[config.mk]
export PLATFORM = sky130hd
export DESIGN_NAME = axis_reg_pipe
export DESIGN_NICKNAME = d
export VERILOG_FILES = /design/src/rtl/axis_reg_pkg.sv /design/src/rtl/axis_skid_stage.sv /design/src/rtl/axis_reg_pipe.sv
export SDC_FILE = /design/constraint.sdc
export NUM_CORES = 1
export LEC_CHECK = 0
export ABC_AREA = 1
export CAP_MARGIN = 20
export CORE_ASPECT_RATIO = 0.75
export CORE_MARGIN = 4
export CORE_UTILIZATION = 45
export CTS_CLUSTER_DIAMETER = 100
export DETAILED_ROUTE_END_ITERATION = 6
export DONT_BUFFER_PORTS = 1
export GPL_ROUTABILITY_DRIVEN = 0
export PLACE_DENSITY = 0.71
export SYNTH_ARGS = -nofsm -noshare
export SYNTH_HDL_FRONTEND = slang
export SYNTH_HIERARCHICAL = 1
export SYNTH_SLANG_ARGS = --single-unit
[constraint.sdc]
create_clock -name clk -period 1.7 [get_ports clk]
set_input_delay 0.085 -clock clk [delete_from_list [all_inputs] [get_ports clk]]
set_output_delay 0.085 -clock clk [all_outputs]
set_load 0.005 [all_outputs]
[src/rtl/axis_reg_pkg.sv]
// axis_reg_pkg: stage-state encoding and width helpers shared by the axis_reg_pipe slice
package axis_reg_pkg;
  // Encodings double as the number of beats a stage holds (0, 1 or 2).
  typedef enum logic [1:0] {ST_EMPTY = 2'd0, ST_BUSY = 2'd1, ST_FULL = 2'd2} stage_st_t;
  function automatic int keep_width(input int data_width);
    return data_width / 8;
  endfunction
  function automatic int occ_width(input int depth);
    return $clog2(2 * depth + 1);
  endfunction
endpackage

[src/rtl/axis_skid_stage.sv]
// axis_skid_stage: one full-throughput skid-buffered register stage with held-beat count
module axis_skid_stage
  import axis_reg_pkg::*;
#(
  parameter int W = 9
) (
  input  logic         clk,
  input  logic         reset,
  input  logic [W-1:0] s_data,
  input  logic         s_valid,
  output logic         s_ready,
  output logic [W-1:0] m_data,
  output logic         m_valid,
  input  logic         m_ready,
  output logic [1:0]   count
);
  stage_st_t st, st_nxt;
  logic [W-1:0] skid;
  logic rdy, in_x, out_x;
  assign in_x = s_valid & rdy;
  assign out_x = m_valid & m_ready;
  assign s_ready = rdy;
  assign m_valid = st != ST_EMPTY;
  assign count = st;
  // Next state from the in/out transfer pair seen this cycle
  always_comb begin
    st_nxt = st;
    case (st)
      ST_EMPTY: st_nxt = in_x ? ST_BUSY : ST_EMPTY;
      ST_BUSY:  st_nxt = (in_x & ~out_x) ? ST_FULL : (~in_x & out_x) ? ST_EMPTY : ST_BUSY;
      ST_FULL:  st_nxt = out_x ? ST_BUSY : ST_FULL;
      default:  st_nxt = ST_EMPTY;
    endcase
  end
  // State and ready register; ready is computed from the next state so it never sees m_ready combinationally
  always_ff @(posedge clk or negedge reset)
    if (!reset) begin
      st <= ST_EMPTY;
      rdy <= 1'b0;
    end else begin
      st <= st_nxt;
      rdy <= st_nxt != ST_FULL;
    end
  // Main register feeds the output; skid catches the beat that arrives while the output is stalled
  always_ff @(posedge clk or negedge reset)
    if (!reset) begin
      m_data <= '0;
      skid <= '0;
    end else begin
      if (st == ST_FULL && out_x) m_data <= skid;
      else if (in_x && (st == ST_EMPTY || out_x)) m_data <= s_data;
      if (st == ST_BUSY && in_x && !out_x) skid <= s_data;
    end
endmodule

[src/rtl/axis_reg_pipe.sv]
// axis_reg_pipe: DEPTH-stage skid-buffered AXI4-Stream register pipeline; tkeep carried when AXIS_REG_PIPE_TKEEP_EN is defined
module axis_reg_pipe
  import axis_reg_pkg::*;
#(
  parameter int DATA_WIDTH = 8,
  parameter int DEPTH = 2,
  parameter int CNT_WIDTH = 16
) (
  input  logic                          clk,
  input  logic                          reset,
  input  logic [DATA_WIDTH-1:0]         s_axis_tdata,
`ifdef AXIS_REG_PIPE_TKEEP_EN
  input  logic [keep_width(DATA_WIDTH)-1:0] s_axis_tkeep,
`endif
  input  logic                          s_axis_tvalid,
  output logic                          s_axis_tready,
  input  logic                          s_axis_tlast,
  output logic [DATA_WIDTH-1:0]         m_axis_tdata,
`ifdef AXIS_REG_PIPE_TKEEP_EN
  output logic [keep_width(DATA_WIDTH)-1:0] m_axis_tkeep,
`endif
  output logic                          m_axis_tvalid,
  input  logic                          m_axis_tready,
  output logic                          m_axis_tlast,
  output logic [occ_width(DEPTH)-1:0]   occupancy,
  output logic [CNT_WIDTH-1:0]          pkt_count
);
`ifdef AXIS_REG_PIPE_TKEEP_EN
  localparam int PW = DATA_WIDTH + keep_width(DATA_WIDTH) + 1;
`else
  localparam int PW = DATA_WIDTH + 1;
`endif
  localparam int OW = occ_width(DEPTH);
  logic [DEPTH:0][PW-1:0] pl;
  logic [DEPTH:0] vld, rdy;
  logic [DEPTH-1:0][1:0] cnt;
`ifdef AXIS_REG_PIPE_TKEEP_EN
  assign pl[0] = {s_axis_tdata, s_axis_tkeep, s_axis_tlast};
  assign {m_axis_tdata, m_axis_tkeep, m_axis_tlast} = pl[DEPTH];
`else
  assign pl[0] = {s_axis_tdata, s_axis_tlast};
  assign {m_axis_tdata, m_axis_tlast} = pl[DEPTH];
`endif
  assign vld[0] = s_axis_tvalid;
  assign s_axis_tready = rdy[0];
  assign m_axis_tvalid = vld[DEPTH];
  assign rdy[DEPTH] = m_axis_tready;
  for (genvar g = 0; g < DEPTH; g++) begin : g_stage
    axis_skid_stage #(.W(PW)) u_stage (
      .clk     (clk),
      .reset   (reset),
      .s_data  (pl[g]),
      .s_valid (vld[g]),
      .s_ready (rdy[g]),
      .m_data  (pl[g+1]),
      .m_valid (vld[g+1]),
      .m_ready (rdy[g+1]),
      .count   (cnt[g])
    );
  end
  // Total beats held across all stages
  always_comb begin
    occupancy = '0;
    for (int k = 0; k < DEPTH; k++) occupancy = occupancy + OW'(cnt[k]);
  end
  // Count packets completed on the master port, wrapping naturally
  always_ff @(posedge clk or negedge reset)
    if (!reset) pkt_count <= '0;
    else if (m_axis_tvalid && m_axis_tready && m_axis_tlast) pkt_count <= pkt_count + 1'b1;
endmodule
After elaboration in Yosys (flattened, before gate mapping)
Index checks and enable logic that the tools add are counted.
{"block": "word_totals", "reg_bits": 58, "inputBits": 13, "output_inout_bits": 30, "wordCells": 61}
{"block": "classes", "n_addsub": 2, "n_eq_ne": 6, "muxes": 14, "bitwise_logic": 10, "reduce_logical": 20}
{"op": "$mux W9", "n": 4}
{"op": "$add A16 B1 Y16 const B", "n": 1}
{"op": "$pmux W2 S3", "n": 2}
{"op": "$logic_and A1 B1 Y1", "n": 10}
{"op": "$mux W2", "n": 4}
{"op": "$reduce_bool A2 Y1", "n": 4}
{"op": "$and A1 B1 Y1", "n": 7}
{"op": "$eq A2 B1 Y1 const B", "n": 2}
{"op": "$eq A2 B2 Y1 const B", "n": 2}
{"op": "$logic_not A2 Y1", "n": 2}
{"op": "$mux W1", "n": 4}
{"op": "$ne A2 B2 Y1 const B", "n": 2}
{"op": "$add A2 B2 Y3", "n": 1}
{"op": "$not A1 Y1", "n": 3}
{"op": "$logic_not A1 Y1", "n": 2}
{"op": "$logic_or A1 B1 Y1", "n": 2}

Logic depth before layout (Yosys ltp)
{"block": "logic_depth", "ltp_word": 8, "depth_mapped": 10, "depth_no_buf": 10}

Modules after synthesis
The synthesis kept the hierarchy.
{"module": "axis_skid_stage (g_stage[1].u_stage)", "n_inst": 1, "cells_per_inst": 130, "area_each_um2": 1104.8, "seq_area_each_um2": 525.5}
{"module": "axis_skid_stage (g_stage[0].u_stage)", "n_inst": 1, "cells_per_inst": 130, "area_each_um2": 1078.5, "seq_area_each_um2": 525.5}
{"module": "axis_reg_pipe", "n_inst": 1, "cells_per_inst": 102, "area_each_um2": 918.4, "seq_area_each_um2": 400.4}

Worst setup path before layout
OpenSTA, ideal clock, no wires.
{"block": "synth_timing", "path_type": "flip-flop to flip-flop", "startpoint": "reg g_stage[0].u_stage.st[1]", "endpoint": "reg g_stage[1].u_stage.rdy", "setup_time_ns": 0.122, "arrival_time_ns": 1.307, "path_slack_ns": 0.271, "stages_incl_launch_ff": 10, "n_path_buf": 0, "path_cell_list": "dfrtp_1 > inv_1 > nand2_2 > nand2_1 > inv_1 > ha_1 > nand2_1 > nand2_1 > nor2_1 > nand2_1"}
{"block": "synth_between", "elab_chain_len": 8, "word_cells_on_any_way": 10}
{"element": "start: declaration", "line": "axis_skid_stage.sv:17", "source": "stage_st_t st, st_nxt;"}
{"element": "start signal: assignment", "line": "axis_skid_stage.sv:41", "source": "st <= st_nxt;"}
{"element": "$reduce_bool A2 Y1 *", "line": "axis_skid_stage.sv:23", "source": "assign m_valid = st != ST_EMPTY;"}
{"element": "via vld[1]", "line": "axis_reg_pipe.sv:35", "source": "logic [DEPTH:0] vld, rdy;"}
{"element": "$and A1 B1 Y1 *", "line": "axis_skid_stage.sv:20", "source": "assign in_x = s_valid & rdy;"}
{"element": "$not A1 Y1", "line": "axis_skid_stage.sv:30", "source": "ST_BUSY: st_nxt = (in_x & ~out_x) ? ST_FULL : (~in_x & out_x) ? ST_EMPTY : ST_BUSY;"}
{"element": "$and A1 B1 Y1", "line": "axis_skid_stage.sv:30"}
{"element": "$mux W1", "line": "axis_skid_stage.sv:30"}
{"element": "$mux W2", "line": "axis_skid_stage.sv:30"}
{"element": "$pmux W2 S3 *", "line": "axis_skid_stage.sv:28", "source": "case (st)"}
{"element": "$ne A2 B2 Y1 *", "line": "axis_skid_stage.sv:42", "source": "rdy <= st_nxt != ST_FULL;"}
{"element": "end signal: assignment", "line": "axis_skid_stage.sv:39", "source": "rdy <= 1'b0;"}
{"element": "end signal: assignment", "line": "axis_skid_stage.sv:42"}
{"element": "end: declaration", "line": "axis_skid_stage.sv:19", "source": "logic rdy, in_x, out_x;"}
The timed path passes the listed nets; every way through them passes the cells marked *.
A chain may end at the register's enable or synchronous reset.

Worst setup path in the final report
{"block": "layout_timing", "startpoint": "reg g_stage[0].u_stage.st[1]", "endpoint": "out occupancy[1]"}
{"block": "layout_between", "elab_chain_len": 1}
{"element": "$add A2 B2 Y3", "line": "axis_reg_pipe.sv:64", "source": "for (int k = 0; k < DEPTH; k++) occupancy = occupancy + OW'(cnt[k]);"}
{"element": "end: declaration", "line": "axis_reg_pipe.sv:25", "source": "output logic [occ_width(DEPTH)-1:0] occupancy,"}
Every way passes these cells.

==> run metrics <==
Remaining Overflow, GRT=0; ANT nets after route=0; vias per cell=5.000; Final period util=90.62%; layout cells sized above 1=18.77%; Setup crit end kind=output port; post-CTS sizing=0; Fin. Hold Viols=0; CTS root buf=clkbuf_8; Worst Reg-to-Reg Cells=9; Unique masters post-synth=30; Reg2Reg Setup Slack=230 ps; starting density of the core=47.67%; pin count of the biggest net entering global routing=59; Tightest Hold Check Type=primary input to register; RSZ-0062 raised after global routing=no; Tmin final=about 1500 ps; Synth warnings=6; CP max FO=13; Post-Synthesis Cells=362; Yosys top cell area share=46.79%; cell area after synthesis=a little over 3000 sq um; clock sink count=58; Synth area leaders=dfrtp_1 (47%), nand2_1 (18%), o21ai_2 (4.8%); power density over the cells=1690 nW/um^2; most numerous cell in the Yosys netlist=nand2_1; Switching Share=between 30% and 40%; Setup Skew=between 8 and 9 ps; VDD IR-drop max=0.6180 mV; Die W=103.9 um; Leak=between 1.5 and 2 nW; Post-synth EDFFs=0; Clk network pwr share=29.2%; FF-to-FF End=g_stage[1].u_stage/s_ready; Max Freq=649.1 MHz; Core Box Area=6506 sq um; final setup fails=0; final core utilization=55.40%; Worst-path clk slew=70 ps; Internal Power=3.854 mW; Placed Area=3172 sq um; Die Height=79.90 um; Yosys top cell by area=dfrtp_1; GR Util All Layers=about 17%; worst slew pin tran=336.8 ps; row count=25; n_diodes=0; Port Buf Inserts=0; total die area=a little over 8000 sq um; Comb pwr share=33.4%; initial antenna violation count=0; ys async rst share=100.0%; syn_nets=380; First-pass DRT Iterations=5; Post-synth top flop=dfrtp_1; Switch Pwr=2.238 mW; CTS tree=yes; Routed WL=6.371 mm; worst path required time=between 1500 and 2000 ps; min-delay src=m_axis_tready; Final TNS setup=0 ps; crit start category=register; MaxCap Viol Count=0; Final Slew Violations=0; DR WL/cell=around 14 um; Power Total=a little over 6 mW; post-route cell area=3605 sq um; H-tree depth=3; Rel. slew slack=77.47%; vias in the first global route=2345; Hold Path Cell Cnt=4; Arr. time, crit path=1460 ps; Avg Cell Area, Syn=8.568 sq um; clock latency on the worst-skew pair=330 ps; CTS Buf Count=9; Reg2Reg Launch Point=g_stage[0].u_stage/count[0]; top post-synthesis cells by count=nand2_1 (152), dfrtp_1 (58), inv_1 (37); synth-to-layout area growth=16.22%; Iter 0 DRT Violations=167; DRC violations left=0; sequential area share after synthesis=a little under half; Seq cells post-synth=58; first-pass GRT wire length=11.11 mm; Seq pwr share=between 30% and 40%; Layout fillers=595; Max Buffers Root-to-Sink=2; outcome=finished, final reports clean; vias=2350; Hold Path End=g_stage[1].u_stage/m_data[7]; crit path kind=register to output port; post-DP HPWL=4.366 mm; IO Count=43; final net count=roughly 400
## power by group through the flow
stage / Sequential, mW / Combinational [mW] / Clock [mW]
after global routing: 2.34 / 2.31 / 1.89
after CTS: 2.28 / 2.05 / 1.81
after floorplan: 2.21 / 1.64 / 0
after detailed placement: 2.30 / 1.96 / 0
after global placement: 2.29 / 1.92 / 0
final: 2.28 / 2.03 / 1.78
## routing by layer
layer | GRT usage (%) | part of all wire [%] | wire length (um)
met5 | 0 | 0 | 0
met4 | 4.648 | 1.0 | 64
met3 | 6.386 | 6.2 | 393
met2 | 25.88 | 47 | 2963
met1 | 21.84 | 46 | 2949
## flip-flops by register name, summed over array words and instances (netlist names)
signal and flops:
g_stage.u_stage/skid 18, g_stage.u_stage/m_data 18, pkt_count 16, g_stage.u_stage/count 4, g_stage.u_stage/s_ready 2
## stage by stage
| stage | hold WS (ps) | worst slack (ps) | instances |
|---|---|---|---|
| after floorplan | -210.6 | 271.0 | 362 |
| after global placement | -209.3 | 311.9 | 441 |
| after detailed placement | -209.3 | 260.7 | 441 |
| after CTS | 0.6747 | 141.3 | 470 |
| after global routing | 18.10 | 95.47 | 470 |
| final | 21.86 | 159.4 | 470 |
## cells by family after synthesis
logic type	count (synthesis)	synth area share [%]
XOR/XNOR	10	3.066
flip-flops	58	46.79
AND/OR/NAND/NOR	217	34.65
buffers and inverters	52	7.946
AO/OA/AOI/OAI	20	5.284
adder cells (fa/ha/maj)	5	2.259
## cell usage in the layout (no fill, tap or decap)
master,n
inv_1,37
xor2_1,4
xor2_2,1
nand2_1,152
nand2_8,1
clkbuf_8,12
nor3_4,1
nor2_4,4
o21ai_1,3
buf_4,6
dfrtp_1,58
nor2_8,1
buf_16,1
nand3_4,5
xnor2_1,5
nand3b_1,1
nand4_1,21
nand3_1,3
inv_2,5
nor2_1,14
dlygate4sd3_1,12
nor2_2,1
inv_4,2
fa_1,1
nand2_2,7
nand2_4,3
nor3_1,1
nand3_2,2
bufinv_16,4
ha_1,4
o21ai_2,17
## area by class of cell
class,instances,area (sq um),share of cell area [%]
Clock buffer,12,165.2,4.582
Clock inverter,4,120.1,3.332
Inverter,44,170.2,4.721
Multi-Input combinational cell,252,1404,38.94
Sequential cell,58,1451,40.26
Tap cell,81,101.3,2.812
Timing Repair Buffer,19,192.7,5.345
## worst max path at each step
stage | slack (ps) | cells past startpoint | to | from
2_1_floorplan | 270 | 9 | g_stage[1].u_stage/s_ready | g_stage[0].u_stage/count[1]
3_3_place_gp | 310 | 9 | g_stage[1].u_stage/s_ready | g_stage[0].u_stage/count[0]
3_5_place_dp | 260 | 9 | g_stage[1].u_stage/s_ready | g_stage[0].u_stage/count[0]
4_1_cts | 140 | 2 | occupancy[1] | g_stage[0].u_stage/count[1]
5_1_grt | 100 | 10 | pkt_count[15] | g_stage[1].u_stage/count[0]
6_report | 160 | 2 | occupancy[1] | g_stage[0].u_stage/count[1]
## worst max-delay path: stages, from the launching register on
cell	delay, ps
dfrtp_1	370
buf_4	200
fa_1	560
## timing repair
action / in CTS / in global routing
setup endpoints to repair: 0 / 0
buffers inserted: 0 / 0
endpoints found under the hold margin: 83 / 0
hold buffers: 13 / 0
(Power assumes the default switching activity.)
